File: config.mk
export PLATFORM = sky130hd
export DESIGN_NAME = stage_control
export DESIGN_NICKNAME = d
export VERILOG_FILES = /design/src/rtl/stage_control.sv
export SDC_FILE = /design/constraint.sdc
export NUM_CORES = 1
export LEC_CHECK = 0
export ABC_AREA = 1
export CAP_MARGIN = 10
export CORE_ASPECT_RATIO = 0.7
export CORE_MARGIN = 8
export CORE_UTILIZATION = 51
export DETAILED_ROUTE_END_ITERATION = 16
export PLACE_DENSITY = 0.82
export SLEW_MARGIN = 0
export SYNTH_ARGS = -nofsm -noshare
export SYNTH_HDL_FRONTEND = slang
export SYNTH_SLANG_ARGS = --single-unit
export TNS_END_PERCENT = 100
File: constraint.sdc
create_clock -name clk -period 1.8 [get_ports clk]
set_input_delay 0.54 -clock clk [delete_from_list [all_inputs] [get_ports clk]]
set_output_delay 0.54 -clock clk [all_outputs]
set_load 0.02 [all_outputs]
File: src/rtl/stage_control.sv
// Game stage sequencer: three stages separated by frame-counted pauses,
// ending in WIN or LOSE until the player presses start again.
module stage_control #(
  parameter int unsigned INTERMISSION_FRAMES = 60
) (
  input  logic       clk,
  input  logic       resetn,
  input  logic       start,
  input  logic       frame_tick,
  input  logic       stage_1_car_done,
  input  logic       stage_2_car_done,
  input  logic       stage_3_car_done,
  input  logic       game_over_feedback,
  output logic       stage_1_in_progress,
  output logic       stage_2_in_progress,
  output logic       stage_3_in_progress,
  output logic       stage_start,
  output logic [1:0] current_stage,
  output logic       game_won,
  output logic       game_lost
);

  typedef enum logic [2:0] {
    IDLE, STAGE1, PAUSE1, STAGE2, PAUSE2, STAGE3, WIN, LOSE
  } state_t;

  localparam logic [7:0] PAUSE_LAST = 8'(INTERMISSION_FRAMES - 1);

  state_t     state, state_nxt;
  logic       start_q, armed;
  logic [7:0] pause_cnt;
  logic       start_rise, cur_done, in_stage, in_pause;
  logic       nxt_stage, nxt_pause, changing, pause_last;

  assign start_rise = start & ~start_q;
  assign in_stage   = (state == STAGE1) || (state == STAGE2) || (state == STAGE3);
  assign in_pause   = (state == PAUSE1) || (state == PAUSE2);
  assign nxt_stage  = (state_nxt == STAGE1) || (state_nxt == STAGE2) || (state_nxt == STAGE3);
  assign nxt_pause  = (state_nxt == PAUSE1) || (state_nxt == PAUSE2);
  assign changing   = (state_nxt != state);
  assign pause_last = frame_tick && (pause_cnt == PAUSE_LAST);

  // Only the active stage's done input matters.
  always_comb begin
    cur_done = 1'b0;
    case (state)
      STAGE1:  cur_done = stage_1_car_done;
      STAGE2:  cur_done = stage_2_car_done;
      STAGE3:  cur_done = stage_3_car_done;
      default: cur_done = 1'b0;
    endcase
  end

  always_ff @(posedge clk or negedge resetn) begin
    if (!resetn) state <= IDLE;
    else         state <= state_nxt;
  end

  always_comb begin
    state_nxt = state;
    case (state)
      IDLE:   if (start_rise) state_nxt = STAGE1;
      STAGE1: if (game_over_feedback) state_nxt = LOSE;
              else if (armed && cur_done) state_nxt = PAUSE1;
      STAGE2: if (game_over_feedback) state_nxt = LOSE;
              else if (armed && cur_done) state_nxt = PAUSE2;
      STAGE3: if (game_over_feedback) state_nxt = LOSE;
              else if (armed && cur_done) state_nxt = WIN;
      PAUSE1: if (pause_last) state_nxt = STAGE2;
      PAUSE2: if (pause_last) state_nxt = STAGE3;
      WIN,
      LOSE:   if (start_rise) state_nxt = IDLE;
      default: state_nxt = IDLE;
    endcase
  end

  // Armed blocks a done level left over from the previous stage until it drops.
  always_ff @(posedge clk or negedge resetn) begin
    if (!resetn) begin
      start_q     <= 1'b0;
      armed       <= 1'b0;
      stage_start <= 1'b0;
      pause_cnt   <= 8'd0;
    end else begin
      start_q     <= start;
      stage_start <= nxt_stage && changing;
      if (nxt_stage && changing)    armed <= 1'b0;
      else if (in_stage && !cur_done) armed <= 1'b1;
      if (nxt_pause && changing)    pause_cnt <= 8'd0;
      else if (in_pause && frame_tick && pause_cnt != 8'hFF) pause_cnt <= pause_cnt + 8'd1;
    end
  end

  always_comb begin
    stage_1_in_progress = 1'b0;
    stage_2_in_progress = 1'b0;
    stage_3_in_progress = 1'b0;
    current_stage       = 2'd0;
    game_won            = 1'b0;
    game_lost           = 1'b0;
    case (state)
      STAGE1: begin stage_1_in_progress = 1'b1; current_stage = 2'd1; end
      STAGE2: begin stage_2_in_progress = 1'b1; current_stage = 2'd2; end
      STAGE3: begin stage_3_in_progress = 1'b1; current_stage = 2'd3; end
      WIN:    game_won  = 1'b1;
      LOSE:   game_lost = 1'b1;
      default: ;
    endcase
  end

endmodule

After elaboration in Yosys (flattened, before gate mapping)

Cells that the tools add are included.

Add/subtract/negate cells: 1
Multiplexer cells: 22
Equality and inequality tests: 15
Bitwise operators: 2
Reductions and logical operators: 18

Operator list:

| operator                                             | number |
|---|---|
| two-way mux 3 bit                                    | 10 |
| case mux 3 bit (7 select lines)                      | 1 |
| equality test 3 bit (second input constant)          | 6 |
| two-way mux 8 bit                                    | 2 |
| equality test 3 x 2 -> 1 bit (second input constant) | 4 |
| adder 8 x 1 -> 8 bit (second input constant)         | 1 |
| equality test 8 x 6 -> 1 bit (second input constant) | 1 |
| != test 8 bit (second input constant)                | 1 |
| logical AND 1 bit                                    | 7 |
| two-way mux 1 bit                                    | 7 |
| equality test 3 x 1 -> 1 bit (second input constant) | 2 |
| logical OR 1 bit                                     | 6 |
| case mux 2 bit (3 select lines)                      | 1 |
| nonzero test 2 bit                                   | 2 |
| zero test 3 bit                                      | 1 |
| != test 3 bit                                        | 1 |
| case mux 1 bit (3 select lines)                      | 1 |
| OR reduction 2 bit                                   | 1 |
| bitwise AND 1 bit                                    | 1 |
| zero test 1 bit                                      | 1 |
| NOT 1 bit                                            | 1 |

Input bits: 8
Output and inout bits: 8
Bits in registers: 14
Word-level logic and storage cells: 63

Logic depth before layout (Yosys ltp)

Gate-level depths: netlist of the first run.

Depth in word-level cells: 11
Mapped depth: 13
Gate-level depth less buffers: 13

Worst setup path before layout of the first run

No wires, ideal clock.

Path type: register to register
Start: reg state[1]
End: reg pause_cnt[0]
Arrival time: 1.528 ns
Setup slack: 0.144 ns
Data required time: 1.673 ns
Setup time: 0.127 ns
Period minus slack after synthesis: 1.656 ns
Stages on the path, launching flop included: 13
Buffers on the path: 0
Path through: dfrtp_1 > inv_2 > nand2_2 > nor2_2 > nand2_1 > nand3_1 > nand2_1 > nand2_2 > inv_2 > nand3_1 > nand2_1 > nor2_4 > a21oi_1

Longest elaborated chain between the ends: 10
Elaborated cells between the ends (all ways): 32
Classes of those cells: 10 x eq/ne; 13 x mux; 9 x reduce/logical

RTL lines:

| item                                                                | line       | RTL |
|---|---|---|
| start, declared                                                     | 29         | `state_t state, state_nxt;` |
| start signal, assigned                                              | 56         | `else state <= state_nxt;` |
| equality test 3 bit (tied with other cells)                         | 46, 61     |  |
| case mux 1 bit (3 select lines)                                     | 46         | `case (state)` |
| logical AND 1 bit                                                   | 64, 66, 68 |  |
| two-way mux 3 bit, on equally long branches                         | 68, 64, 66 |  |
| two-way mux 3 bit, on equally long branches                         | 67, 63, 65 |  |
| case mux 3 bit (7 select lines) (*)                                 | 61         | `case (state)` |
| via state_nxt[2]                                                    | 29         |  |
| equality test 3 x 2 -> 1 bit or equality test 3 bit (tied branches) | 39         | `assign nxt_pause = (state_nxt == PAUSE1) \|\| (state_nxt == PAUSE2);` |
| logical OR 1 bit                                                    | 39         |  |
| logical AND 1 bit (*)                                               | 89         | `if (nxt_pause && changing) pause_cnt <= 8'd0;` |
| two-way mux 8 bit or nonzero test 2 bit (tied branches)             | -          |  |
| end signal, assigned                                                | 90         | `else if (in_pause && frame_tick && pause_cnt != 8'hFF) pause_cnt <= pause_cnt + 8'd1;` |
| end, declared                                                       | 31         | `logic [7:0] pause_cnt;` |

The timed path passes the listed nets; every way through them passes the cells marked *.
A chain may end at the register's enable or synchronous reset.

Worst setup path in the final report of the first run

Start: reg state[1]
End: reg pause_cnt[6]

The elaborated chain is that of the path after synthesis.

==> impl_metrics.ini, run 1 <==
[worst_hold_path]
holdCritStartpoint = start
holdPathEnd = start_q
hold_depth = 1
min_path_type = input pin to register

[worst_setup_path]
cp.buffers_inverters = 5
rr_worst_depth = 14
cp_top_family = simple AND/OR/NAND/NOR gates
critPathSlowestCell = dfrtp_2
end_kind = register
required_ns = 2.03
rr_endpoint = pause_cnt[6]
crit_type = register to register
crit_path_frequent_cell = nand2_2
reg2reg_slack_ns = -0.34
r2r_start = state[1]
crit_chain = inv_2, buf_6, nand4_1, nand3_2, nand2_2, nand2_2, nand2_2, nand2_4, inv_4, buf_6, a21oi_4, nor2_4, buf_12, a21oi_2
cp_slowest_stage_delay_ns = 0.44
start_kind = register
cp_data_arrival_time_ns = 2.37
path_max_fanout = 8

[logic_synthesis]
synth_area_leaders = dfrtp_1 36%, nand2_1 9.7%, a21oi_1 6.2%
yosysTopAreaCell = dfrtp_1
yosys_warnings = 0
ys_types = 26
synth_ff_type = dfrtp_1
avgSynthCellArea_um2 = 7.66
synth_top_area_share_pct = 36.3
syn_nets = 135
synth-async-reset-ratio_pct = 100
synth_edf_count = 0
ys_seq_area_share_pct = 36.3
synth_area_um2 = 965
ys_ff_latch = 14
synthCells = 126

[floorplanning]
die_h_um = 52.4
start_util_pct = 53.0
core_um2 = 1820
num_rows = 13
io_pins = 16
die_w_um = 68.0
dieArea_um2 = 3560

[clock_network]
clock_latency_ns = 0.31
cts_hold_buf = 0
cts_sinks = 14
clk_pin_slew_ns = 0.10
cts_tree = built
clk_path_buf_depth = 2
h-tree-depth = 1
cts_inserted_buffers = 3
cts.root.buffer_cell = clkbuf_4

[place]
routabilityCongestion = 0.922
dp_slack_ns = -0.434
dp_hpwl_mm = 1.97
port_buffers = 15

[route]
drtAntennaViolNets = 0
drt-pass1-iter-count = 7
vias = 1367
wl_per_cell_um = 23.4
drcViolationCount = 0
routed_wl_mm = 4.87
vias_per_cell = 6.57
drtIter0Drc = 227

[timing]
tightest_slew_ns = 0.369
slew_headroom_pct = 75.1
setup_violations = 15
finalCritPeriodShare_pct = 119
rsz0062_at_grt = yes
drv_slew = 0
hold_violations = 0
fin_crit_ns = 2.14
fmax_mhz = 467
fin_worst_skew_ns = 0.0179
finalSetupTns_ns = -3.09
fin_ws_ns = -0.341

[global_routing]
gr-total-overflow = 0
use_met2_pct = 34.5
grt_pass1_vias = 1250
grt_pass1_wl_mm = 6.09
grt_usage_pct = 23.0
grt_util_met1_pct = 27.2
grt_max_degree = 15
grtUsageMet3_pct = 7.48
busiest_layer = met2
antenna_found_initial = 0

[cells_and_area]
area_growth_pct = 72.1
fin_nets = 196
num_antenna_cells = 0
drive_gt1_share_pct = 58.1

[outcome]
violations = negative setup slack
status = complete, but fails checks

[pwr]
power_uw = 2680
static-leakage-power_uw = 0.000810
peakVddDrop_uv = 1220
powerDensity_nw_per_um2 = 1610

[job]
cap_violations = 0
## layout by cell type (no fill, tap or decap), types with 3 or more instances in the layout
| cell type | count |
|---|---|
| a21oi_2 | 9 |
| a21oi_4 | 3 |
| buf_4 | 39 |
| buf_6 | 6 |
| clkbuf_4 | 3 |
| clkdlybuf4s50_1 | 3 |
| dfrtp_1 | 12 |
| dlygate4sd2_1 | 3 |
| inv_1 | 8 |
| inv_2 | 5 |
| inv_4 | 3 |
| nand2_1 | 13 |
| nand2_2 | 15 |
| nand3_1 | 5 |
| nand3_2 | 6 |
| nand4_1 | 5 |
| nor2_1 | 10 |
| nor2_4 | 5 |
| nor3_1 | 4 |
| xor2_1 | 4 |
## routing by layer
| metal | vias to the layer above | share of wire (%) |
|---|---|---|
| met5 | - | 0 |
| met4 | 0 | 9.3 |
| met3 | 53 | 16 |
| met2 | 175 | 40 |
| met1 | 607 | 35 |
| li1 | 532 | - |
## synthesized netlist by cell type (2+ instances only)
| cell | count |
|---|---|
| nor2_4 | 2 |
| inv_1 | 9 |
| dfrtp_1 | 14 |
| nand2_1 | 25 |
| a21oi_1 | 12 |
| nor2_1 | 11 |
| nor2_2 | 4 |
| xor2_1 | 4 |
| a21oi_2 | 2 |
| nand2_2 | 5 |
| nand4_1 | 5 |
| nand3_1 | 8 |
| nand3_2 | 3 |
| inv_2 | 6 |
| nor3_1 | 4 |
| xnor2_1 | 2 |
## stage by stage
stage	std cells	cell area [µm²]	utilization (%)	hold slack [ns]
after global placement	184	1300	71.2	0.567
after detailed placement	184	1300	71.2	0.569
after global routing	208	1660	91.1	0.402
final	208	1660	91.1	0.390
after CTS	203	1530	83.9	0.557
after floorplan	126	965	-	0.244
## how the worst max path moves through the flow
| stage | start | end | cells past startpoint |
|---|---|---|---|
| 3_5_place_dp | stage_3_car_done | pause_cnt[0] | 12 |
| 2_1_floorplan | state[1] | pause_cnt[0] | 12 |
| 3_3_place_gp | stage_3_car_done | pause_cnt[1] | 12 |
| 4_1_cts | state[1] | pause_cnt[4] | 13 |
| 6_report | state[1] | pause_cnt[6] | 14 |
| 5_1_grt | state[2] | pause_cnt[6] | 14 |
## layout make-up
| cell class | count | area [µm²] |
|---|---|---|
| Multi-Input combinational cell | 96 | 704 |
| Fill cell | 75 | 161 |
| Sequential cell | 14 | 353 |
| Inverter | 16 | 67.6 |
| Clock buffer | 4 | 36.3 |
| Tap cell | 22 | 27.5 |
| Timing Repair Buffer | 56 | 472 |
## flip-flops by register name, indices dropped and copies added, names as in the netlist
name,count
start_q,1
pause_cnt,8
armed,1
state,3
stage_start,1
## logic make-up (layout without fill, tap and decap cells)
family / after synthesis / in the layout / share of synthesized area (%)
AND/OR/NAND/NOR: 69 / 70 / 37.4
AO/OA/AOI/OAI: 18 / 18 / 10.9
buffers and inverters: 17 / 76 / 7.65
flip-flops: 14 / 14 / 36.3
XOR/XNOR: 6 / 6 / 5.45
adder cells (fa/ha/maj): 1 / 1 / 1.30
multiplexers: 1 / 1 / 1.04
## report_power, final
part | internal, µW | switching (µW)
logic | 778 | 1130
registers | 404 | 120
clock network | 124 | 121
## timing repair
| action | 4_1_cts | 5_1_grt |
|---|---|---|
| pin swaps | 18 | 11 |
| setup endpoints to repair | 17 | 18 |
| setup buffers | 14 | 5 |
| gates cloned | 1 | 0 |
| resized for setup | 62 | 24 |
Note: power is estimated with default switching activity, not from simulation.
==> run 2: changes to the inputs <==
CAP_MARGIN = 0   (was 10)
==> results of run 2 <==
The final DEF is identical to that of run 1; final timing and power are the same.
